`config.mk`:
```
export PLATFORM = sky130hd
export DESIGN_NAME = seven_segment_reader
export DESIGN_NICKNAME = d
export VERILOG_FILES = /design/src/rtl/seven_segment_reader_pkg.sv /design/src/rtl/seven_segment_glyph_decode.sv /design/src/rtl/seven_segment_reader.sv
export SDC_FILE = /design/constraint.sdc
export NUM_CORES = 1
export LEC_CHECK = 0
export BUFFER_PORTS_ARGS = -buffer_cell sky130_fd_sc_hd__buf_4
export CORE_AREA = 3 3 69 77
export DETAILED_ROUTE_END_ITERATION = 8
export DIE_AREA = 0 0 72 80
export PLACE_DENSITY_LB_ADDON = 0.15
export SLEW_MARGIN = 25
export SYNTH_ARGS = -nofsm -noshare
export SYNTH_HDL_FRONTEND = slang
export SYNTH_SLANG_ARGS = --single-unit
```
`constraint.sdc`:
```
create_clock -name clk -period 8.7 [get_ports clk]
set_input_delay 0.435 -clock clk [delete_from_list [all_inputs] [get_ports clk]]
set_output_delay 0.435 -clock clk [all_outputs]
set_load 0.02 [all_outputs]
```
`src/rtl/seven_segment_reader_pkg.sv`:
```
// Shared definitions for the seven-segment display front end: glyph constants,
// digit index type and the one-hot digit-select helper.
package seven_segment_reader_pkg;

    localparam int unsigned SEG_W  = 7;
    localparam int unsigned DIGITS = 4;
    localparam int unsigned NIB_W  = 4;

    typedef logic [1:0] digit_idx_t;

    // Segment patterns, seg[0]=a .. seg[6]=g, active-high
    localparam logic [SEG_W-1:0] GLYPH_0 = 7'h3F;
    localparam logic [SEG_W-1:0] GLYPH_1 = 7'h06;
    localparam logic [SEG_W-1:0] GLYPH_2 = 7'h5B;
    localparam logic [SEG_W-1:0] GLYPH_3 = 7'h4F;
    localparam logic [SEG_W-1:0] GLYPH_4 = 7'h66;
    localparam logic [SEG_W-1:0] GLYPH_5 = 7'h6D;
    localparam logic [SEG_W-1:0] GLYPH_6 = 7'h7D;
    localparam logic [SEG_W-1:0] GLYPH_7 = 7'h07;
    localparam logic [SEG_W-1:0] GLYPH_8 = 7'h7F;
    localparam logic [SEG_W-1:0] GLYPH_9 = 7'h6F;
    localparam logic [SEG_W-1:0] GLYPH_A = 7'h77;
    localparam logic [SEG_W-1:0] GLYPH_B = 7'h7C;
    localparam logic [SEG_W-1:0] GLYPH_C = 7'h39;
    localparam logic [SEG_W-1:0] GLYPH_D = 7'h5E;
    localparam logic [SEG_W-1:0] GLYPH_E = 7'h79;
    localparam logic [SEG_W-1:0] GLYPH_F = 7'h71;

    // Index of the set bit of a one-hot digit select (caller guarantees one-hot)
    function automatic digit_idx_t onehot_to_idx(input logic [DIGITS-1:0] en);
        digit_idx_t idx;
        idx = '0;
        for (int i = 0; i < int'(DIGITS); i++) begin
            if (en[i]) idx = digit_idx_t'(i);
        end
        return idx;
    endfunction

endpackage

```
`src/rtl/seven_segment_glyph_decode.sv`:
```
// Combinational glyph-to-hex decode; unknown patterns flag illegal with value 0.
module seven_segment_glyph_decode
    import seven_segment_reader_pkg::*;
(
    input  logic [SEG_W-1:0] seg_i,
    output logic [NIB_W-1:0] value_o,
    output logic             illegal_o
);

    // Table lookup of the 16 legal glyphs
    always_comb begin
        value_o   = '0;
        illegal_o = 1'b0;
        case (seg_i)
            GLYPH_0: value_o = 4'h0;
            GLYPH_1: value_o = 4'h1;
            GLYPH_2: value_o = 4'h2;
            GLYPH_3: value_o = 4'h3;
            GLYPH_4: value_o = 4'h4;
            GLYPH_5: value_o = 4'h5;
            GLYPH_6: value_o = 4'h6;
            GLYPH_7: value_o = 4'h7;
            GLYPH_8: value_o = 4'h8;
            GLYPH_9: value_o = 4'h9;
            GLYPH_A: value_o = 4'hA;
            GLYPH_B: value_o = 4'hB;
            GLYPH_C: value_o = 4'hC;
            GLYPH_D: value_o = 4'hD;
            GLYPH_E: value_o = 4'hE;
            GLYPH_F: value_o = 4'hF;
            default: illegal_o = 1'b1;
        endcase
    end

endmodule

```
`src/rtl/seven_segment_reader.sv`:
```
// Reads a multiplexed 4-digit seven-segment display: samples the lines, waits
// for a stable pattern on one digit, decodes it and assembles full frames.
module seven_segment_reader
    import seven_segment_reader_pkg::*;
#(
    parameter int unsigned STABLE_CYCLES = 4
) (
    input  logic                      clk,
    input  logic                      rst,
    input  logic [SEG_W-1:0]          seg,
    input  logic [DIGITS-1:0]         digit_en,
    output logic                      out_valid,
    output digit_idx_t                out_digit,
    output logic [NIB_W-1:0]          out_value,
    output logic                      out_error,
    output logic [DIGITS*NIB_W-1:0]   numerals,
    output logic                      frame_valid
);

    localparam int unsigned CNT_W = 8;
    localparam logic [CNT_W-1:0] CNT_MAX    = '1;
    localparam logic [CNT_W-1:0] CNT_ACCEPT = CNT_W'(STABLE_CYCLES - 2);

    logic [SEG_W-1:0]        seg_q, seg_prev_q;
    logic [DIGITS-1:0]       en_q, en_prev_q;
    logic [CNT_W-1:0]        cnt_q, cnt_d;
    logic [DIGITS-1:0]       mask_q, mask_d;
    logic [DIGITS*NIB_W-1:0] numerals_q, numerals_d;
    logic                    out_valid_q, out_valid_d;
    digit_idx_t              out_digit_q, out_digit_d;
    logic [NIB_W-1:0]        out_value_q, out_value_d;
    logic                    out_error_q, out_error_d;
    logic                    frame_valid_q, frame_valid_d;

    logic                    stable_c;
    logic                    accept_c;
    digit_idx_t              idx_c;
    logic [NIB_W-1:0]        value_c;
    logic                    illegal_c;

    seven_segment_glyph_decode u_decode (
        .seg_i     (seg_q),
        .value_o   (value_c),
        .illegal_o (illegal_c)
    );

    // Stability counter; acceptance fires on the single step into STABLE_CYCLES-1
    always_comb begin
        stable_c = (seg_q == seg_prev_q) && (en_q == en_prev_q) && $onehot(en_q);
        cnt_d    = '0;
        if (stable_c) begin
            cnt_d = (cnt_q == CNT_MAX) ? cnt_q : cnt_q + CNT_W'(1);
        end
        accept_c = stable_c && (cnt_q == CNT_ACCEPT);
        idx_c    = onehot_to_idx(en_q);
    end

    // Result, numeral store and frame-mask update
    always_comb begin
        out_valid_d   = accept_c;
        out_digit_d   = out_digit_q;
        out_value_d   = out_value_q;
        out_error_d   = out_error_q;
        numerals_d    = numerals_q;
        frame_valid_d = (mask_q == '1);
        mask_d        = (mask_q == '1) ? '0 : mask_q;
        if (accept_c) begin
            out_digit_d = idx_c;
            out_error_d = illegal_c;
            out_value_d = illegal_c ? '0 : value_c;
            if (!illegal_c) begin
                numerals_d[NIB_W*idx_c +: NIB_W] = value_c;
                mask_d = mask_d | (DIGITS'(1) << idx_c);
            end
        end
    end

    // State registers with synchronous reset
    always_ff @(posedge clk) begin
        if (rst) begin
            seg_q         <= '0;
            seg_prev_q    <= '0;
            en_q          <= '0;
            en_prev_q     <= '0;
            cnt_q         <= '0;
            mask_q        <= '0;
            numerals_q    <= '0;
            out_valid_q   <= 1'b0;
            out_digit_q   <= '0;
            out_value_q   <= '0;
            out_error_q   <= 1'b0;
            frame_valid_q <= 1'b0;
        end else begin
            seg_q         <= seg;
            seg_prev_q    <= seg_q;
            en_q          <= digit_en;
            en_prev_q     <= en_q;
            cnt_q         <= cnt_d;
            mask_q        <= mask_d;
            numerals_q    <= numerals_d;
            out_valid_q   <= out_valid_d;
            out_digit_q   <= out_digit_d;
            out_value_q   <= out_value_d;
            out_error_q   <= out_error_d;
            frame_valid_q <= frame_valid_d;
        end
    end

    assign out_valid   = out_valid_q;
    assign out_digit   = out_digit_q;
    assign out_value   = out_value_q;
    assign out_error   = out_error_q;
    assign numerals    = numerals_q;
    assign frame_valid = frame_valid_q;

endmodule

```
After elaboration in Yosys (flattened, before gate mapping). Index checks and enable logic that the tools add are counted.

Flip-flop bits (word level): 59. Bits of input ports: 13. Output and inout bits: 25.

Add/subtract/negate cells: 5. Equal/unequal tests: 22. Shift-type cells: 3. Multiplexer cells: 10. Bitwise logic cells: 2. Reductions and logical operators: 6.

Operators by type and width (number): $eq A7 B7 Y1 const B (12); $pmux W4 S15 (1); $neg A4 Y34 (1); $shift A4 B34 Y16 const A (1); $shiftx A4 B34 Y16 (1); $bwmux W16 (1); $mux W4 (4); $reduce_or A16 Y1 (1); $eq A7 B3 Y1 const B (2); $eq A7 B6 Y1 const B (2); $add A8 B1 Y8 const B (1); $eq A8 B2 Y1 const B (1); $eq A8 B8 Y1 const B (1); $eq A7 B7 Y1 (1); $add A1 B1 Y2 (2); $eq A4 B4 Y1 (1); $eq A4 B4 Y1 const B (1); $mux W2 (2); $or A4 B4 Y4 (1); $shl A1 B2 Y4 const A (1); $add A2 B2 Y3 (1); $eq A3 B1 Y1 const B (1); $logic_and A1 B1 Y1 (3); $mux W1 (2); 3 further kinds (3).

Longest topological paths before layout. Gate-level depths: netlist of run 1.

Word-level depth: 7. Depth in mapped cells: 11. Gate-level depth less buffers: 11.

By module. A second synthesis of run 1 with hierarchy kept.

Cell total of the unflattened synthesis: 300. Area total of the unflattened synthesis: 2840.2 um^2.

By module, submodules not included: seven_segment_reader (instances 1, cells an instance 242, area each 2428.6 um^2, sequential area each 1181.1 um^2); seven_segment_glyph_decode (instances 1, cells an instance 58, area each 411.6 um^2, sequential area each 0.0 um^2).

Least setup slack after synthesis of run 1. OpenSTA, ideal clock, no wires.

Path type: register to register. Start point: register en_q[0]. End point: register numerals_q[2], in the netlist numerals[2]. Library setup time: 0.116 ns. Arrival: 2.631 ns. Data required time: 8.584 ns. Setup slack: 5.953 ns. Stages on the path, launching flop included: 11. Buffers on the path: 0. Path through: dfxtp_1 -> inv_1 -> fa_1 -> inv_1 -> ha_1 -> ha_1 -> nor3b_1 -> nand4b_1 -> nor4_4 -> a311oi_1 -> a31o_2.

Cells in the longest elaborated chain, start to end: 6. Elaborated cells between the ends (all ways): 8. Classes of those cells: 2 x add/sub; 2 x eq/ne; 4 x reduce/logical.

Ends and longest elaborated chain: start, declared (RTL line seven_segment_reader.sv:25) `logic [DIGITS-1:0] en_q, en_prev_q;`; start signal, assigned (RTL line seven_segment_reader.sv:96) `en_q <= digit_en;`; $add A1 B1 Y2 (implied by the code) (RTL line seven_segment_reader.sv:49) `stable_c = (seg_q == seg_prev_q) && (en_q == en_prev_q) && $onehot(en_q);`; $add A2 B2 Y3 (implied by the code) (RTL line seven_segment_reader.sv:49); $eq A3 B1 Y1 (RTL line seven_segment_reader.sv:49); $logic_and A1 B1 Y1 * (RTL line seven_segment_reader.sv:49); $logic_and A1 B1 Y1 * (RTL line seven_segment_reader.sv:54) `accept_c = stable_c && (cnt_q == CNT_ACCEPT);`; $reduce_and A2 Y1 (no line) *; end signal, assigned (RTL line seven_segment_reader.sv:100) `numerals_q <= numerals_d;`; end, declared (RTL line seven_segment_reader.sv:28) `logic [DIGITS*NIB_W-1:0] numerals_q, numerals_d;`.

Mark *: on every way between the ends. The rest lies on a longest branch, timed or not. A chain may end at the register's enable or synchronous reset.

Worst setup path after layout of run 1.
Start point: register en_q[1]. End point: register numerals_q[2], in the netlist numerals[2].

Cells in the longest elaborated chain, start to end: 6. Elaborated cells between the ends (all ways): 15. Classes of those cells: 3 x add/sub; 2 x eq/ne; 2 x shift; 4 x mux; 4 x reduce/logical.

Ends and longest elaborated chain: $mux W1 / $add A1 B1 Y2 (equally long branches) (RTL line seven_segment_reader_pkg.sv:34, seven_segment_reader.sv:49); $mux W2 / $add A2 B2 Y3 (equally long branches) (RTL line seven_segment_reader_pkg.sv:34, seven_segment_reader.sv:49); $mux W2 / $eq A3 B1 Y1 (equally long branches) (RTL line seven_segment_reader_pkg.sv:34, seven_segment_reader.sv:49); $neg A4 Y34 / $logic_and A1 B1 Y1 (equally long branches) (RTL line seven_segment_reader.sv:72, seven_segment_reader.sv:49); $shiftx A4 B34 Y16, or another cell as far along (RTL line seven_segment_reader.sv:72) `numerals_d[NIB_W*idx_c +: NIB_W] = value_c;`; $bwmux W16 / $reduce_and A2 Y1 (equally long branches).

Parallel ways exist; a longest one is shown, timed or not.

==> run_results.csv, run 1 <==
group,metric,value,unit
synthesis,synth_edf_count,0,
cts,postCtsHoldBufs,0,
die,die_x,72,um
finish,fillerInstances,388,
placement,place_ws,5.36,ns
synthesis,syn_avg_cell_area,8.89,um^2
power,p_per_area,175,mW/mm^2
drt,wl_per_cell,13.0,um
drt,drc,0,
synthesis,yosysSeqAreaShare,43.0,%
critical_path,critPathMaxFanout,17,
grt,grt_antenna_before_repair,0,
power,power.switching,0.132,mW
power,power_frac_seq,50.2,%
cts,tritoncts,"yes",
grt,track_usage,20.3,%
synthesis,syn-cell-area,0.00275,mm^2
synthesis,synth-async-reset-ratio,0,%
cts,htreeDepth,3,
grt,grt_max_degree,55,
critical_path,end_kind,"register",
finish,diodes,0,
finish,final_cell_count_no_fill,401,
timing,hold_viol_final,0,
power,clkPwrFrac,43.1,%
drt,drt_pass1_iterations,4,
drt,ant_nets,0,
timing,fin_ws,5.39,ns
cts,clockBufferDepth,2,
synthesis,netlist_instances,309,
placement,post-place-cells,385,
cts,clkTransAtPathRegs,0.06,ns
power,switching_share,23.5,%
power,p_int,0.431,mW
drt,via_per_inst,5.43,
timing,fin_skew,0.00496,ns
synthesis,ys_warn_count,0,
synthesis,ys_ff_latch,59,
power,power_leakage,1.38,nW
outcome,status,"complete, no violations",
synthesis,synthFlopType,"dfxtp_1",
die,die_area,0.00576,mm^2
grt,grt_pass1_vias,2100,
placement,hpwlAfterDp,3570,um
cts,cts_buffers,9,
worst_hold_path,worst_hold_path_type,"input pin to register",
power,pwr-share-comb,6.7,%
critical_path,required,8.92,ns
cts,clock_sinks,59,
timing,worst_pin_slew,0.886,ns
die,io_pins,38,
power,ir_drop,0.102,mV
timing,slew_violations,0,
critical_path,worstPathArrival,3.53,ns
job,cap_viol_max_count,0,
timing,maxSlewHeadroom,40.8,%
drt,routed_wl,5220,um
die,core,0.00465,mm^2
timing,fin_crit,3.31,ns
cts,post-cts-setup-buffers,0,
timing,finalSetupTns,0,ns
die,die_y,80,um
grt,grt_overflow,0,
placement,port_buffers,37,
drt,via_count,2176,
placement,gp_congestion,0.824,
timing,period_share,38.0,%
die,initial_core_util,59.1,%
cts,root_buffer,"clkbuf_8",
finish,nets,365,
timing,rsz0062_at_grt,"no",
drt,drt_iter0_markers,97,
timing,setup_viol,0,
cts,cts_resized,0,
synthesis,yosysUniqueCellTypes,46,
synthesis,syn-num-nets,334,
cts,clock_latency,0.33,ns
critical_path,timing_worst_setup_path_type,"register to register",
grt,grt_pass1_wl,9160,um
critical_path,critPathLaunchType,"register",
finish,area_delta_synth_final,16.9,%
finish,layout-drive-gt1-share,17.1,%
die,rows,26,
timing,fmax,302,MHz
metrics by stage:
stage | utilization, % | area [um^2] | hold WS (ns) | power, mW
after floorplan | - | 2750 | 0.441 | 0.317
after global placement | 64.8 | 3010 | 0.439 | 0.325
after detailed placement | 64.8 | 3010 | 0.445 | 0.326
after CTS | 68.9 | 3210 | 0.308 | 0.568
after global routing | 69.1 | 3210 | 0.311 | 0.588
final | 69.1 | 3210 | 0.318 | 0.563
path summary, 6_finish.rpt:
kind                              startpoint      endpoint  slack [ns]  cells past startpoint
worst max-delay path                 en_q[1]   numerals[2]        5.39                     10
worst min-delay path                  seg[1]      seg_q[1]        0.32                      2
worst max register to register       en_q[1]   numerals[2]        5.39                     10
worst min register to register  out_digit[1]  out_digit[1]        0.45                      2
cell usage in the layout (no fill, tap or decap), types with 3 or more instances in the layout:
cell      count
nand4_1       3
a311oi_1      4
a31oi_1       4
inv_1        15
a32oi_1       3
and3_1        4
nand2b_1     15
ha_1         11
a21oi_1       8
nor2b_1      18
xnor2_1       3
nand2_1      37
buf_4        37
mux2i_1      13
xor2_1       11
nor4_1        5
nor3_1        5
nor4b_1       3
nor2_1       27
clkinv_2      3
dfxtp_1      59
nand3_1      12
o21ai_0       5
a21o_1        3
clkbuf_8     10
kinds of logic after synthesis:
family	after synthesis	share of synthesized area, %
compound gates	39	10.1
xor+xnor	14	4.46
fa+ha+maj	12	5.74
buf+inv	32	5.05
flops	59	43.0
mux	13	4.74
simple gates	140	26.9
power groups by stage:
stage	Combinational [mW]	Clock (mW)	Sequential, mW
after detailed placement	0.0380	0	0.288
after global placement	0.0371	0	0.288
after CTS	0.0380	0.248	0.282
after global routing	0.0431	0.262	0.283
final	0.0379	0.243	0.282
after floorplan	0.0330	0	0.284
sequential cells by signal, summed over array words and instances, names as in the netlist:
signal       count
cnt_q            8
en_prev_q        4
out_error        1
seg_q            7
mask_q           4
numerals        16
en_q             4
frame_valid      1
seg_prev_q       7
out_value        4
out_valid        1
out_digit        2
layout make-up:
class / instances / area, um^2 / area share, %
clock buffers: 11 / 141 / 4.40
clock inverters: 5 / 52.6 / 1.64
flip-flops and latches: 59 / 1180 / 36.8
inverters: 15 / 56.3 / 1.75
well taps: 56 / 70.1 / 2.18
multi-input cells: 218 / 1430 / 44.6
repair buffers: 37 / 278 / 8.64
metal layers:
metal / wire, um / share of wire (%) / global-route usage [%]
met5: 0 / 0 / 0
met3: 235 / 4.5 / 5.67
met4: 102 / 2.0 / 9.40
met1: 2370 / 45 / 24.7
met2: 2510 / 48 / 32.8
critical path: stages (launching register included):
cell      delay (ns)
dfxtp_1         0.37
inv_1           0.09
fa_1            0.50
inv_1           0.04
ha_1            0.17
ha_1            0.26
nor3b_1         0.29
nand4b_1        0.22
nor4_4          0.82
a311oi_1        0.20
a31o_2          0.24
synthesized netlist by cell type (3+ instances only):
master	instances	area share (%)
a21o_1	3	0.82
a21oi_1	8	1.5
a311oi_1	4	1.3
a31oi_1	4	0.91
a32oi_1	3	0.96
and3_1	4	0.91
buf_2	3	0.55
clkbuf_1	11	1.5
dfxtp_1	59	43
ha_1	11	5.0
inv_1	15	2.0
mux2i_1	13	4.7
nand2_1	37	5.1
nand2b_1	15	3.4
nand3_1	12	2.2
nand4_1	3	0.68
nor2_1	27	3.7
nor2b_1	18	4.1
nor3_1	5	0.91
nor4_1	5	1.1
nor4b_1	3	0.96
o21ai_0	5	0.91
xnor2_1	3	0.96
xor2_1	11	3.5
Power figures use the tool's default switching activity.
==> run 2: changes to the inputs <==
CORE_AREA = 3 3 71 79   (was 3 3 69 77)
DIE_AREA = 0 0 74 82   (was 0 0 72 80)
clock period = 3.1 ns   (was 8.7 ns; I/O delays follow)
==> run 2 against run 1 <==
Effect of this change:
- critical path type unchanged
- sequential cell count unchanged
- cell count rose by 1.0%
- maximum frequency increased by 15%
- register-to-register slack lost 5.2 ns
- largest cell class unchanged
- critical path depth unchanged
- critical endpoint is now cnt_q[1]
- utilization fell by 3.5 points
==> run_results.csv, run 2 (same netlist as run 1, synthesis figures left out) <==
group,metric,value,unit
drt,via_per_inst,5.56,
timing,rsz0062_at_grt,"no",
critical_path,worstReg2RegEnd,"cnt_q[1]",
die,die_y,82,um
cts,root_buffer,"clkbuf_8",
critical_path,required,3.34,ns
critical_path,timing_worst_setup_path_type,"register to register",
critical_path,worst_path_largest_cell_delay,0.48,ns
power,p_int,1.25,mW
finish,nets,369,
timing,period_share,92.4,%
power,pwr-share-comb,6.8,%
placement,port_buffers,37,
timing,finalSetupTns,0,ns
finish,layout-drive-gt1-share,18.2,%
critical_path,r2r_start,"en_q[3]",
die,initial_core_util,55.3,%
worst_hold_path,hold_path_end,"seg_q[6]",
timing,slew_violations,0,
cts,tritoncts,"yes",
critical_path,end_kind,"register",
drt,drt_pass1_iterations,4,
critical_path,reg2reg_slack,0.23,ns
grt,track_usage,19.9,%
drt,drc,0,
timing,worst_pin_slew,0.902,ns
finish,largest_reg_flops,16,
finish,fillerInstances,440,
grt,grt_max_degree,55,
cts,clkTransAtPathRegs,0.06,ns
placement,hpwlAfterDp,3780,um
finish,layout_common_cells,"dfxtp_1 (59), buf_4 (41), nand2_1 (37)",
critical_path,critPathLaunchType,"register",
critical_path,worst-path-buf-inv,2,
power,ir_drop,0.448,mV
power,switching_share,22.3,%
cts,htreeDepth,3,
timing,fmax,349,MHz
timing,fin_skew,0.00683,ns
worst_hold_path,min_from,"seg[6]",
critical_path,worstPathArrival,3.10,ns
critical_path,crit_family,"simple AND/OR/NAND/NOR gates",
worst_hold_path,worstHoldPathCells,2,
critical_path,worst_r2r_path_depth,10,
critical_path,critPathMaxFanout,9,
critical_path,cp_cell_sequence,"inv_1, fa_1, inv_1, ha_1, ha_1, nor3b_2, nand4b_1, nor3_1, nand2b_1, a211oi_1",
die,rows,27,
finish,final_util,65.6,%
power,power.switching,0.358,mW
timing,setup_viol,0,
power,clkPwrFrac,43.9,%
cts,clockBufferDepth,2,
cts,clock_latency,0.32,ns
drt,drt_iter0_markers,156,
critical_path,crit_path_start,"en_q[3]",
worst_hold_path,worst_hold_path_type,"input pin to register",
grt,grt_pass1_vias,2141,
timing,fin_crit,2.87,ns
grt,grt_pass1_wl,9370,um
drt,routed_wl,5530,um
outcome,status,"complete, no violations",
critical_path,slowest_stage,"fa_1",
grt,grt_overflow,0,
job,cap_viol_max_count,0,
power,power_frac_seq,49.3,%
finish,diodes,0,
drt,via_count,2252,
die,die_area,0.00607,mm^2
drt,wl_per_cell,13.7,um
power,p_per_area,493,mW/mm^2
die,io_pins,38,
timing,hold_viol_final,0,
cts,postCtsHoldBufs,0,
die,die_x,74,um
grt,grt_antenna_before_repair,0,
finish,area_delta_synth_final,18.5,%
die,core,0.00497,mm^2
drt,ant_nets,0,
finish,layout_commonest_cell,"dfxtp_1",
cts,clock_sinks,59,
placement,gp_congestion,0.828,
timing,maxSlewHeadroom,39.3,%
power,power_leakage,1.40,nW
cts,cts_buffers,9,
-- run 2: final cells by class --
| type | instances | area (um^2) | area share [%] |
|---|---|---|---|
| multi-input cells | 218 | 1440 | 44.2 |
| clock buffers | 12 | 165 | 5.07 |
| inverters | 15 | 56.3 | 1.73 |
| clock inverters | 2 | 35.0 | 1.08 |
| flip-flops and latches | 59 | 1180 | 36.3 |
| repair buffers | 41 | 308 | 9.45 |
| well taps | 58 | 72.6 | 2.23 |
-- run 2: timing repair --
action                                  4_1_cts  5_1_grt
setup buffers                                 0        1
endpoints found under the setup margin        0       17
resized for setup                             0        2
endpoints found under the hold margin         0        0
-- run 2: through the flow --
stage               cells  cell area (um^2)  total power, mW  hold slack, ns  setup WS (ns)
floorplan             309              2750            0.889           0.283          0.353
global route          405              3260             1.67          0.0348         0.0602
finish                405              3260             1.61          0.0434          0.234
global placement      390              3040            0.914           0.367          0.206
detailed placement    390              3040            0.917           0.373         0.0695
CTS                   404              3240             1.62          0.0316         0.0501
-- run 2: how the worst max path moves through the flow --
stage / to / cells after the start
after floorplan: numerals[2] / 10
after detailed placement: out_value[1] / 11
after CTS: out_value[3] / 11
after global routing: cnt_q[1] / 10
after global placement: mask_q[0] / 11
final: cnt_q[1] / 10
-- run 2: power by group through the flow --
| stage | sequential, mW | clock (mW) | combinational, mW |
|---|---|---|---|
| after floorplan | 0.796 | 0 | 0.0927 |
| after global placement | 0.809 | 0 | 0.105 |
| after detailed placement | 0.809 | 0 | 0.108 |
| after CTS | 0.792 | 0.719 | 0.109 |
| after global routing | 0.795 | 0.757 | 0.122 |
| final | 0.793 | 0.705 | 0.109 |
-- run 2: routing by layer --
layer	vias to the layer above	global-route usage, %	share of wire [%]
met5	-	0	0
met4	0	8.33	1.1
met3	9	5.63	5.0
met2	57	32.4	49
met1	1057	24.7	44
li1	1129	-	-
